**src/rtl/ws2812_rx_if.sv**
```systemverilog
// WS2812 receiver bus: raw data line in, decoded words and frame events out.
interface ws2812_rx_if;
   logic        din_i;
   logic [23:0] data_o;
   logic        valid_o;
   logic        latch_o;
   logic [15:0] frame_len_o;
   logic        err_o;

   modport slave  (input din_i, output data_o, valid_o, latch_o, frame_len_o, err_o);
   modport master (output din_i, input data_o, valid_o, latch_o, frame_len_o, err_o);
endinterface

```
**src/rtl/ws2812_rx.sv**
```systemverilog
// WS2812 one-wire stream decoder: measures high pulses, assembles 24-bit GRB
// words MSB first, reports latches (long low) and protocol errors.
module ws2812_rx #(
   parameter int unsigned ThreshCycles  = 24,
   parameter int unsigned MinHighCycles = 4,
   parameter int unsigned LatchCycles   = 2000
) (
   input  logic       clk_sys_i,
   input  logic       rst_sys_i,
   ws2812_rx_if.slave bus
);

   typedef enum logic [1:0] {IDLE, HIGH, LOW} state_e;

   localparam logic [15:0] THRESH = 16'(ThreshCycles);
   localparam logic [15:0] MINHI  = 16'(MinHighCycles);
   localparam logic [15:0] LATCH  = 16'(LatchCycles);

   state_e      state_q, state_d;
   logic        sync_q, din_s_q, din_q;
   logic [15:0] hcnt_q, hcnt_d, lcnt_q, lcnt_d;
   logic [4:0]  bitcnt_q, bitcnt_d;
   logic [15:0] pixcnt_q, pixcnt_d;
   logic [23:0] shreg_q, shreg_d;
   logic [23:0] data_q, data_d;
   logic [15:0] flen_q, flen_d;
   logic        valid_q, valid_d, latch_q, latch_d, err_q, err_d;

   logic        rise, fall, bit_v;
   logic [15:0] hcnt_inc, lcnt_inc, pixcnt_inc;

   assign rise       = din_s_q & ~din_q;
   assign fall       = ~din_s_q & din_q;
   assign bit_v      = (hcnt_q >= THRESH);
   assign hcnt_inc   = (hcnt_q == 16'hFFFF) ? hcnt_q : hcnt_q + 16'd1;
   assign lcnt_inc   = (lcnt_q == 16'hFFFF) ? lcnt_q : lcnt_q + 16'd1;
   assign pixcnt_inc = (pixcnt_q == 16'hFFFF) ? pixcnt_q : pixcnt_q + 16'd1;

   // Synchroniser, edge-detect delay and all decoder state
   always_ff @(posedge clk_sys_i or posedge rst_sys_i) begin
      if (rst_sys_i) begin
         sync_q   <= 1'b0;
         din_s_q  <= 1'b0;
         din_q    <= 1'b0;
         state_q  <= IDLE;
         hcnt_q   <= '0;
         lcnt_q   <= '0;
         bitcnt_q <= '0;
         pixcnt_q <= '0;
         shreg_q  <= '0;
         data_q   <= '0;
         flen_q   <= '0;
         valid_q  <= 1'b0;
         latch_q  <= 1'b0;
         err_q    <= 1'b0;
      end else begin
         sync_q   <= bus.din_i;
         din_s_q  <= sync_q;
         din_q    <= din_s_q;
         state_q  <= state_d;
         hcnt_q   <= hcnt_d;
         lcnt_q   <= lcnt_d;
         bitcnt_q <= bitcnt_d;
         pixcnt_q <= pixcnt_d;
         shreg_q  <= shreg_d;
         data_q   <= data_d;
         flen_q   <= flen_d;
         valid_q  <= valid_d;
         latch_q  <= latch_d;
         err_q    <= err_d;
      end
   end

   // Pulse-measuring FSM; event outputs are registered one-cycle pulses
   always_comb begin
      state_d  = state_q;
      hcnt_d   = hcnt_q;
      lcnt_d   = lcnt_q;
      bitcnt_d = bitcnt_q;
      pixcnt_d = pixcnt_q;
      shreg_d  = shreg_q;
      data_d   = data_q;
      flen_d   = flen_q;
      valid_d  = 1'b0;
      latch_d  = 1'b0;
      err_d    = 1'b0;
      unique case (state_q)
         IDLE: begin
            if (rise) begin
               state_d = HIGH;
               hcnt_d  = 16'd1;
            end
         end
         HIGH: begin
            if (fall) begin
               state_d = LOW;
               lcnt_d  = 16'd1;
               if (hcnt_q < MINHI) begin
                  // Glitch: drop the partial word, next clean bit starts a new one
                  err_d    = 1'b1;
                  bitcnt_d = '0;
               end else begin
                  shreg_d = {shreg_q[22:0], bit_v};
                  if (bitcnt_q == 5'd23) begin
                     data_d   = {shreg_q[22:0], bit_v};
                     valid_d  = 1'b1;
                     pixcnt_d = pixcnt_inc;
                     bitcnt_d = '0;
                  end else begin
                     bitcnt_d = bitcnt_q + 5'd1;
                  end
               end
            end else begin
               hcnt_d = hcnt_inc;
               if (hcnt_inc == LATCH) begin
                  // Stuck high: abandon the frame and wait for a fresh rise
                  err_d    = 1'b1;
                  bitcnt_d = '0;
                  pixcnt_d = '0;
                  state_d  = IDLE;
               end
            end
         end
         LOW: begin
            if (rise) begin
               state_d = HIGH;
               hcnt_d  = 16'd1;
            end else begin
               lcnt_d = lcnt_inc;
               if (lcnt_inc == LATCH) begin
                  latch_d  = 1'b1;
                  flen_d   = pixcnt_q;
                  pixcnt_d = '0;
                  state_d  = IDLE;
                  if (bitcnt_q != 5'd0) begin
                     err_d    = 1'b1;
                     bitcnt_d = '0;
                  end
               end
            end
         end
         default: state_d = IDLE;
      endcase
   end

   assign bus.data_o      = data_q;
   assign bus.valid_o     = valid_q;
   assign bus.latch_o     = latch_q;
   assign bus.frame_len_o = flen_q;
   assign bus.err_o       = err_q;

endmodule

```
**src/flat_wrapper.sv**
```systemverilog
// flat-port wrapper written by rule: the top's interface ports become plain ports
module ws2812_rx_flat 
#(
   parameter int unsigned ThreshCycles  = 24,
   parameter int unsigned MinHighCycles = 4,
   parameter int unsigned LatchCycles   = 2000
)
  (clk_sys_i, rst_sys_i, bus_din_i, bus_data_o, bus_valid_o, bus_latch_o, bus_frame_len_o, bus_err_o);
  ws2812_rx_if bus_i ();
  input  logic clk_sys_i;
  input  logic rst_sys_i;
  input wire logic [$bits(bus_i.din_i)-1:0] bus_din_i;
  output wire logic [$bits(bus_i.data_o)-1:0] bus_data_o;
  output wire logic [$bits(bus_i.valid_o)-1:0] bus_valid_o;
  output wire logic [$bits(bus_i.latch_o)-1:0] bus_latch_o;
  output wire logic [$bits(bus_i.frame_len_o)-1:0] bus_frame_len_o;
  output wire logic [$bits(bus_i.err_o)-1:0] bus_err_o;
  assign bus_i.din_i = bus_din_i;
  assign bus_data_o = bus_i.data_o;
  assign bus_valid_o = bus_i.valid_o;
  assign bus_latch_o = bus_i.latch_o;
  assign bus_frame_len_o = bus_i.frame_len_o;
  assign bus_err_o = bus_i.err_o;
  ws2812_rx #(.ThreshCycles(ThreshCycles), .MinHighCycles(MinHighCycles), .LatchCycles(LatchCycles)) u_core (.clk_sys_i(clk_sys_i), .rst_sys_i(rst_sys_i), .bus(bus_i));
endmodule
```
**config.mk**
```make
export PLATFORM = sky130hd
export DESIGN_NAME = ws2812_rx_flat
export DESIGN_NICKNAME = d
export VERILOG_FILES = /design/src/rtl/ws2812_rx_if.sv /design/src/rtl/ws2812_rx.sv /design/src/flat_wrapper.sv
export SDC_FILE = /design/constraint.sdc
export NUM_CORES = 1
export LEC_CHECK = 0
export ABC_AREA = 1
export CAP_MARGIN = 30
export CORE_UTILIZATION = 50
export CTS_BUF_LIST = sky130_fd_sc_hd__clkbuf_16
export DETAILED_ROUTE_END_ITERATION = 10
export PLACE_DENSITY_LB_ADDON = 0.15
export SLEW_MARGIN = 20
export SYNTH_ARGS = -nofsm -noshare
export SYNTH_HDL_FRONTEND = slang
export SYNTH_SLANG_ARGS = --single-unit
```
**constraint.sdc**
```tcl
create_clock -name clk_sys_i -period 4.7 [get_ports clk_sys_i]
set_clock_uncertainty 0.2 [all_clocks]
set_input_delay 0.47 -clock clk_sys_i [delete_from_list [all_inputs] [get_ports clk_sys_i]]
set_output_delay 0.47 -clock clk_sys_i [all_outputs]
set_load 0.01 [all_outputs]
```
==> impl_metrics.ini, run 1 <==
[drt]
drt-pass1-iter-count = 5
postRouteAntennaNets = 0
drt_wl_total_um = 14220
first_iter_violations = 320
post_drt_via_cell_ratio = 5.243
drcViolationCount = 0
detailroute.via_count = 5605
detail_route.wl_per_cell_um = 13.31

[global_routing]
global_route.usage.met1_pct = 31.34
first_pass_grt_wire_length_um = 24130
busiest_layer = met2
grt_start_max_net_pins = 79
overflow = 0
grt_pass1_vias = 5142
met3_global_route_usage_pct = 4.982
track_usage_pct = 22.96
globalRouteMet2Util_pct = 35.19
antenna_found_initial = 0

[clock_tree]
cts_max_path_buffers = 2
postCtsResizedCells = 0
clock_latency_ns = 0.42
cts-buffers-inserted = 17
clockRootBuffer = clkbuf_16
cts_hold_buffers = 0
htree_num_levels = 4
post-cts-setup-buffers = 0
clock_tree_sinks = 124
tritoncts = done
clock_pin_slew_on_the_worst_setup_and_hold_paths_ns = 0.06

[hold_path]
source_of_the_worst_hold_timing_path = u_core.sync_q
hold_path_depth = 0
min_to = u_core.din_s_q
hold_class = flip-flop to flip-flop

[pwr]
p_seq_share_pct = 35.7
totalPowerFinal_mw = 3.243
p_leak_nw = 3.607
power.switching_mw = 1.017
fraction_of_power_spent_switching_nets_pct = 31.35
power_frac_comb_pct = 20.6
power.clock.fraction_pct = 43.8
intPower_mw = 2.227
vdd_ir_drop_max_uv = 240.7
power_density_nw_per_um2 = 414.9

[final_layout]
post_route_cells_drive_above_1_share_pct = 8.473
layout-area-overhead-vs-synth_pct = 19.40
final_nets = 897
layout.cells.most_common = nand2_1
layout_common_cells = nand2_1 (236), dfrtp_1 (124), inv_1 (96)
fillers = 1120
num_antenna_cells = 0

[critical_path]
cp-start-kind = flip-flop
top_family_by_delay_on_critical_path = simple AND/OR/NAND/NOR gates
data_arrival_time_at_the_worst_slack_endpoint_ns = 3.11
critical_path.cell_chain = ha_1 > nand2_2 > nor2_1 > nand3_1 > nand2_1 > nand3_1 > nor2_1 > nand2_1 > nor2_1 > nand2_1 > nand2_2 > nand4_4 > nand2_1 > nand2_1
worst_r2r_end = u_core.pixcnt_q[3]
critical_path_peak_fanout = 24
timing.critical_path.mode_cell = nand2_1
worst-path-stages = 14
cpMaxStageDelayCell = dfrtp_1
criticalPathCategory = flip-flop to flip-flop
rr_worst_depth = 14
critPathMaxStageDelay_ns = 0.39
critPathRequiredTime_ns = 4.81
critical_path_buf_inv_count = 0
worst-r2r-setup-slack_ns = 1.70
critical_path.reg2reg.startpoint = u_core.hcnt_q[0]
critPathCaptureType = flip-flop

[sta]
final-hold-violation-count = 0
grt_setup_unrepaired = no
drv_slew = 0
crit_share_post_route_pct = 63.91
setup-tns-final_ns = 0
final_period_minus_worst_setup_slack_ns = 3.004
worst_case_headroom_to_the_max_slew_limit_pct = 49.83
max_clock_freq_ghz = 0.3329
tightestPinTransition_ns = 0.7517
setup_violating_endpoint_count_in_the_final_report = 0

[logic_synthesis]
ys_async_sr_fraction_pct = 100.0
yosysSeqAreaShare_pct = 47.40
edff_count_synth = 0
synth_fp_nets = 850
postSynthAreaPerCell_um2 = 7.821
syn-cell-area_um2 = 6546
synthCells = 837
yosys_most_used_dff = dfrtp_1
synth-seq-cells = 124
synth.distinct_cells = 41
ys_warn_count = 0

[die]
fp.dieArea_um2 = 13550
chipHeight_um = 116.4
initial_utilization_pct = 51.66
floorplan.die.width_um = 116.4
num_rows = 41
placeable_core_region_um2 = 12670
pin_count = 46

[placed_design]
gp_congestion = 0.9683
buffer_ports.inserted = 45
detailed_place_hpwl_um = 10030

[run]
cap_viol_max_count = 0

[run_status]
outcome = complete, no violations
## worst max-delay path by stage
| stage | endpoint | from | slack [ns] |
|---|---|---|---|
| floorplan | u_core.bitcnt_q[0] | rst_sys_i | 0.73 |
| finish | u_core.pixcnt_q[3] | u_core.hcnt_q[0] | 1.70 |
| global placement | u_core.pixcnt_q[7] | u_core.lcnt_q[0] | 1.84 |
| global route | u_core.pixcnt_q[4] | u_core.hcnt_q[1] | 1.37 |
| CTS | u_core.pixcnt_q[4] | u_core.hcnt_q[0] | 1.71 |
| detailed placement | u_core.pixcnt_q[4] | u_core.hcnt_q[1] | 1.73 |
## cell usage after synthesis (3+ instances only)
library cell  count  share of area, %
a21oi_1           8              0.61
o21ai_1          13              0.99
nand3_1          45               3.4
inv_1            96               5.5
a211oi_1          3              0.34
ha_1             10               1.9
a22o_1            3              0.40
nor3_1           13              0.99
nand2_4           3              0.52
nor2_4            5              0.86
buf_2             6              0.46
nand2_2           7              0.67
nor2_1           76               4.4
o22ai_1          11               1.1
inv_2             8              0.46
o21ai_0          72               5.5
dfrtp_1         124                47
nor2_2            3              0.29
clkbuf_1         13              0.75
nor3b_1           7              0.80
xor2_1           13               1.7
nand4_1          36               3.4
nand2_1         236                14
buf_6             3              0.52
## kinds of logic (layout without fill, tap and decap cells)
group | Yosys count | after routing | synth area share (%)
flops | 124 | 124 | 47.40
buf+inv | 131 | 191 | 8.085
simple gates | 443 | 443 | 31.08
compound gates | 116 | 116 | 9.786
xor+xnor | 13 | 13 | 1.739
fa+ha+maj | 10 | 10 | 1.911
## power groups by stage
stage          Sequential, mW  Clock (mW)  Combinational, mW
2_1_floorplan            1.16           0              0.504
3_5_place_dp             1.17           0              0.658
6_report                 1.16        1.42              0.667
3_3_place_gp             1.17           0              0.645
4_1_cts                  1.16        1.45              0.660
5_1_grt                  1.16        1.50              0.739
## cell type report
cell class / instances / area (µm²) / area share [%]
inverter: 105 / 396.6 / 5.074
sequential: 124 / 3103 / 39.70
multi-input combinational: 582 / 2917 / 37.31
clock buffer: 17 / 425.4 / 5.443
timing repair buffer: 54 / 538.0 / 6.883
clock inverter: 15 / 221.5 / 2.833
tap: 172 / 215.2 / 2.753
## layer usage
metal / vias to the layer above / part of all wire (%) / routed length, µm
met3: 25 / 3.9 / 549
met2: 129 / 46 / 6564
li1: 2819 / - / -
met4: 0 / 2.1 / 294
met1: 2632 / 48 / 6815
met5: - / 0 / 0
## flip-flops by register name, summed over array words and instances (netlist names)
signal and flops:
u_core.din_q 1, u_core.hcnt_q 16, u_core.state_q 2, u_core.pixcnt_q 16, u_core.lcnt_q 16, u_core.bus.err_o 1
u_core.bus.latch_o 1, u_core.bus.frame_len_o 16, u_core.din_s_q 1, u_core.bus.data_o 24, u_core.bus.valid_o 1, u_core.sync_q 1
u_core.bitcnt_q 5, u_core.shreg_q 23
## metrics by stage
step	cells	area, µm²	hold slack [ns]	worst slack, ns	util [%]
2_1_floorplan	837	6546	0.1312	0.7308	-
3_3_place_gp	1036	7142	0.1315	1.845	56.36
3_5_place_dp	1036	7142	0.1463	1.732	56.36
4_1_cts	1068	7789	0.1584	1.712	61.47
5_1_grt	1069	7816	0.1639	1.370	61.69
6_report	1069	7816	0.1517	1.696	61.69
No activity file was read; power rests on OpenSTA's default activity.
==> run 2: changes to the inputs <==
Clock period 4.7 ns to 3.05 ns, I/O delays scaled along.
==> run 2 against run 1 <==
Largest power group unchanged. Clock power is 35% higher. Total power grew 49%. Combinational power is 71% higher. Non-clock buffer count rose by 1. Global-route usage increased by 0.44 points. Critical path depth down 1.
==> impl_metrics.ini, run 2 (synthesized netlist as in run 1, its figures left out) <==
[run_status]
outcome = complete, no violations

[drt]
detailroute.via_count = 5842
drt_wl_total_um = 15490
post_drt_via_cell_ratio = 5.439
drcViolationCount = 0
detail_route.wl_per_cell_um = 14.42
postRouteAntennaNets = 0
drt-pass1-iter-count = 5
first_iter_violations = 474

[sta]
final-hold-violation-count = 0
setup-tns-final_ns = 0
max_clock_freq_ghz = 0.3451
grt_setup_unrepaired = no
crit_share_post_route_pct = 95.01
tightestPinTransition_ns = 0.8598
setup_violating_endpoint_count_in_the_final_report = 0
worst_case_headroom_to_the_max_slew_limit_pct = 42.62
drv_slew = 0
final_period_minus_worst_setup_slack_ns = 2.898

[pwr]
vdd_ir_drop_max_uv = 367.7
totalPowerFinal_mw = 4.832
power_density_nw_per_um2 = 617.9
p_leak_nw = 3.582

[die]
floorplan.die.width_um = 116.4
num_rows = 41
initial_utilization_pct = 51.66
pin_count = 46
chipHeight_um = 116.4
placeable_core_region_um2 = 12670
fp.dieArea_um2 = 13550

[final_layout]
final_nets = 902
sequential_cell_area_um2 = 3104
final_design_area_no_fill_um2 = 7819
layout_common_cells = nand2_1 (236), dfrtp_1 (123), inv_1 (95)
num_antenna_cells = 0
layout-area-overhead-vs-synth_pct = 19.44
layout.cells.most_common = nand2_1
post_route_cells_drive_above_1_share_pct = 9.313
total_area_of_multi_input_combinational_cells_um2 = 2983
fillers = 1125
max_ffs_per_register = 24
utilization_of_the_core_after_routing_pct = 61.71

[placed_design]
placement.cell_area_um2 = 7176
gp_congestion = 0.9237
buffer_ports.inserted = 45
detailed_place_hpwl_um = 10100

[global_routing]
grt_start_max_net_pins = 125
track_usage_pct = 23.40
busiest_layer = met2
global_route.usage.met1_pct = 31.53
first_pass_grt_wire_length_um = 24780
globalRouteMet2Util_pct = 37.08
antenna_found_initial = 0
met3_global_route_usage_pct = 4.411
grt_pass1_vias = 5339
overflow = 0

[critical_path]
critPathMaxStageDelay_ns = 0.43
critPathRequiredTime_ns = 3.21
cpMaxStageDelayCell = dfrtp_2
critical_path_buf_inv_count = 0
criticalPathCategory = flip-flop to flip-flop
critical_path.cell_chain = ha_1 > nand2_1 > nor2_4 > nand2_4 > nor2_1 > nand3_1 > o21ai_0 > nand3_1 > nor2_4 > nand2_4 > o21bai_2 > nand4_1 > nand2_1
data_arrival_time_at_the_worst_slack_endpoint_ns = 3.06
critPathCaptureType = flip-flop
critical_path_peak_fanout = 6
cp-start-kind = flip-flop
top_family_by_delay_on_critical_path = simple AND/OR/NAND/NOR gates

[run]
cap_viol_max_count = 0

[clock_tree]
clock_pin_slew_on_the_worst_setup_and_hold_paths_ns = 0.06
clockRootBuffer = clkbuf_16
cts_max_path_buffers = 2
clock_tree_sinks = 124
cts-buffers-inserted = 17
htree_num_levels = 4
tritoncts = done
clock_latency_ns = 0.43

[hold_path]
hold_class = input port to flip-flop
-- run 2: cell types whose count changed in the layout (fill, tap and decap cells not counted), sizes merged --
| cell | previous run | this run |
|---|---|---|
| bufinv | 5 | 1 |
| clkinvlp | 2 | 4 |
| nand4 | 38 | 40 |
| o21bai | 2 | 4 |
| buf | 9 | 10 |
| clkinv | 6 | 7 |
| inv | 107 | 108 |
-- run 2: what timing repair did --
item	4_1_cts	5_1_grt
buffers inserted	0	1
hold buffers	0	0
endpoints found under the setup margin	0	29
gates resized for setup	0	5
-- run 2: final timing paths --
| kind | slack [ns] | cells after the start | from | to |
|---|---|---|---|---|
| setup reg to reg | 0.15 | 13 | u_core.lcnt_q[0] | u_core.pixcnt_q[8] |
| hold / removal | 0.13 | 1 | bus_din_i | u_core.sync_q |
| setup / recovery | 0.15 | 13 | u_core.lcnt_q[0] | u_core.pixcnt_q[8] |
| min in group asynchronous | 0.19 | 3 | rst_sys_i | u_core.bus.data_o[0] |
| hold reg to reg | 0.15 | 0 | u_core.sync_q | u_core.din_s_q |
| max in group asynchronous | 1.90 | 3 | rst_sys_i | u_core.lcnt_q[0] |
-- run 2: layout make-up --
type                    instances  area share, %
flip-flops and latches        124          39.70
well taps                     172          2.752
clock buffers                  17          5.441
inverters                     105          5.089
repair buffers                 55          7.089
multi-input cells             586          38.15
clock inverters                15          1.776
-- run 2: metrics by stage --
step | setup WS [ns] | hold WS, ns | instances
detailed placement | 0.1329 | 0.1371 | 1037
floorplan | 0.6179 | 0.1312 | 837
finish | 0.1522 | 0.1279 | 1074
global route | 0.0003235 | 0.1365 | 1074
CTS | 0.1105 | 0.1196 | 1069
global placement | 0.1773 | 0.1378 | 1037
-- run 2: report_power, final --
part	internal [mW]	total, mW	switching, mW
Clock	1.13	1.92	0.786
Sequential	1.71	1.78	0.0691
Combinational	0.316	1.14	0.821
Total	3.15	4.83	1.68
-- run 2: worst reg2reg max path, cell delays in order (launching register included) --
cell	delay, ns
dfrtp_2	0.43
ha_1	0.23
nand2_1	0.10
nor2_4	0.16
nand2_4	0.11
nor2_1	0.16
nand3_1	0.09
o21ai_0	0.16
nand3_1	0.19
nor2_4	0.23
nand2_4	0.14
o21bai_2	0.37
nand4_1	0.15
nand2_1	0.11
-- run 2: layer usage --
layer  vias up  part of all wire (%)  routed length [µm]
met2       207                    47                7269
met4         0                   3.2                 501
met5         -                     0                   0
met3        38                   5.7                 884
li1       2848                     -                   -
met1      2749                    44                6837
==> run 3: changes to the inputs <==
Settings changed: CORE_MARGIN set to 2, TNS_END_PERCENT set to 30.
==> run 3 against run 2 <==
Combinational power about the same. Clock power increased by 4%. Non-clock buffer count increased by 2. Fmax increased by 1.7%. Sequential power about the same. Setup slack improved by 0.049 ns. Hold slack got worse by 0.087 ns. Wire length decreased by 0.86%. Utilization decreased by 0.20 points. Final cell count unchanged.
==> impl_metrics.ini, run 3 (synthesized netlist as in run 1, its figures left out) <==
[run]
cap_viol_max_count = 0

[critical_path]
critPathMaxStageDelay_ns = 0.46
data_arrival_time_at_the_worst_slack_endpoint_ns = 2.95
criticalPathCategory = flip-flop to flip-flop
cpMaxStageDelayCell = dfrtp_2
critPathCaptureType = flip-flop
critPathRequiredTime_ns = 3.15
critical_path_peak_fanout = 16
cp-start-kind = flip-flop
critical_path.cell_chain = ha_1 > nand2_1 > nor2_4 > nand2_4 > nor2_8 > inv_2 > nand3_1 > inv_2 > nand3_1 > nor2_4 > nand2_4 > nand2_4 > nand4_4 > nand2_1 > nand2_1

[pwr]
vdd_ir_drop_max_uv = 318.9
p_leak_nw = 3.595
power_density_nw_per_um2 = 624.6

[drt]
postRouteAntennaNets = 0
drt_wl_total_um = 15360
drcViolationCount = 0
first_iter_violations = 471
detail_route.wl_per_cell_um = 14.30
post_drt_via_cell_ratio = 5.382
drt-pass1-iter-count = 5
detailroute.via_count = 5780

[sta]
final-hold-violation-count = 0
final_period_minus_worst_setup_slack_ns = 2.848
tightestPinTransition_ns = 0.5518
drv_slew = 0
final.hold.worst_slack_ns = 0.04131
max_clock_freq_ghz = 0.3511
setup_ws_ns = 0.2016
worst_case_headroom_to_the_max_slew_limit_pct = 62.83
setup_violating_endpoint_count_in_the_final_report = 0
setup-tns-final_ns = 0
crit_share_post_route_pct = 93.39

[placed_design]
post_place_cells = 1039
place_worst_setup_slack_ns = 0.2034
detailed_place_hpwl_um = 10520
gp_congestion = 0.8900
buffer_ports.inserted = 45

[global_routing]
grt_start_max_net_pins = 71
overflow = 0
antenna_found_initial = 0
track_usage_pct = 22.00
first_pass_grt_wire_length_um = 25390
grt_pass1_vias = 5344

[die]
initial_utilization_pct = 51.46
pin_count = 46
num_rows = 41
chipHeight_um = 118.4
placeable_core_region_um2 = 12720
floorplan.die.width_um = 118.4
fp.dieArea_um2 = 14020

[clock_tree]
clockRootBuffer = clkbuf_16
clock_latency_ns = 0.42
cts_hold_buffers = 0
htree_num_levels = 4
clock_pin_slew_on_the_worst_setup_and_hold_paths_ns = 0.06
tritoncts = done
clock_tree_sinks = 124
cts-buffers-inserted = 17
cts_max_path_buffers = 2

[run_status]
outcome = complete, no violations

[final_layout]
post_route_cells_drive_above_1_share_pct = 9.424
max_ffs_per_register = 24
layout_common_cells = nand2_1 (236), dfrtp_1 (123), inv_1 (95)
final_cells = 1074
layout-area-overhead-vs-synth_pct = 19.53
layout.cells.most_common = nand2_1
final_nets = 902
num_antenna_cells = 0

[hold_path]
hold_class = input port to async pin
run 3: cell types whose count changed in the layout (fill, tap and decap cells not counted), sizes merged:
cell      delta
clkinvlp     -1
o21bai       -1
nand4        -1
buf          +2
inv          +1
clkinv       -1
bufinv       +1
run 3: layout make-up:
type                       instances  area [µm²]
clock buffer                      17       425.4
clock inverter                    15       158.9
fill                            1176        4897
inverter                         105       397.9
multi-input combinational        584        2958
sequential                       124        3104
tap                              172       215.2
timing repair buffer              57       565.5
run 3: repair_timing:
action / in CTS / in global routing
resized for setup: 0 / 5
setup endpoints to repair: 0 / 29
setup buffers: 0 / 1
run 3: stage by stage:
| step | power [mW] | util (%) | instance area [µm²] |
|---|---|---|---|
| final | 4.888 | 61.51 | 7825 |
| after global routing | 5.126 | 61.51 | 7825 |
| after CTS | 4.845 | 61.01 | 7762 |
| after detailed placement | 2.849 | 56.42 | 7178 |
| after global placement | 2.828 | 56.42 | 7178 |
| after floorplan | 2.569 | - | 6550 |
run 3: final timing paths:
check                                       from                  end  slack, ns  cells past startpoint
worst max-delay path            u_core.lcnt_q[0]  u_core.pixcnt_q[15]       0.20                     15
worst min-delay path                   rst_sys_i    u_core.hcnt_q[12]       0.04                      2
worst max register to register  u_core.lcnt_q[0]  u_core.pixcnt_q[15]       0.20                     15
worst min register to register     u_core.sync_q       u_core.din_s_q       0.15                      0
max in group asynchronous              rst_sys_i    u_core.lcnt_q[10]       1.80                      3
min in group clk_sys_i                 bus_din_i        u_core.sync_q       0.12                      1
run 3: routing by layer:
layer / GRT usage, % / up-vias / share of wire (%)
met4: 7.961 / 0 / 1.8
met3: 4.295 / 26 / 5.0
met2: 34.97 / 190 / 47
li1: - / 2830 / -
met1: 30.07 / 2734 / 46
met5: 0 / - / 0
run 3: worst max-delay path, delay by kind of cell, from the launching register on:
| family | cells | cell delay (ns) |
|---|---|---|
| simple gates | 12 | 1.53 |
| flops | 1 | 0.46 |
| buf+inv | 2 | 0.27 |
| fa+ha+maj | 1 | 0.25 |
run 3: where the power goes:
part           leakage, nW  switching [mW]  internal [mW]
Clock                0.283           0.781           1.21
Sequential            1.71          0.0688           1.71
Combinational         1.60           0.800          0.316
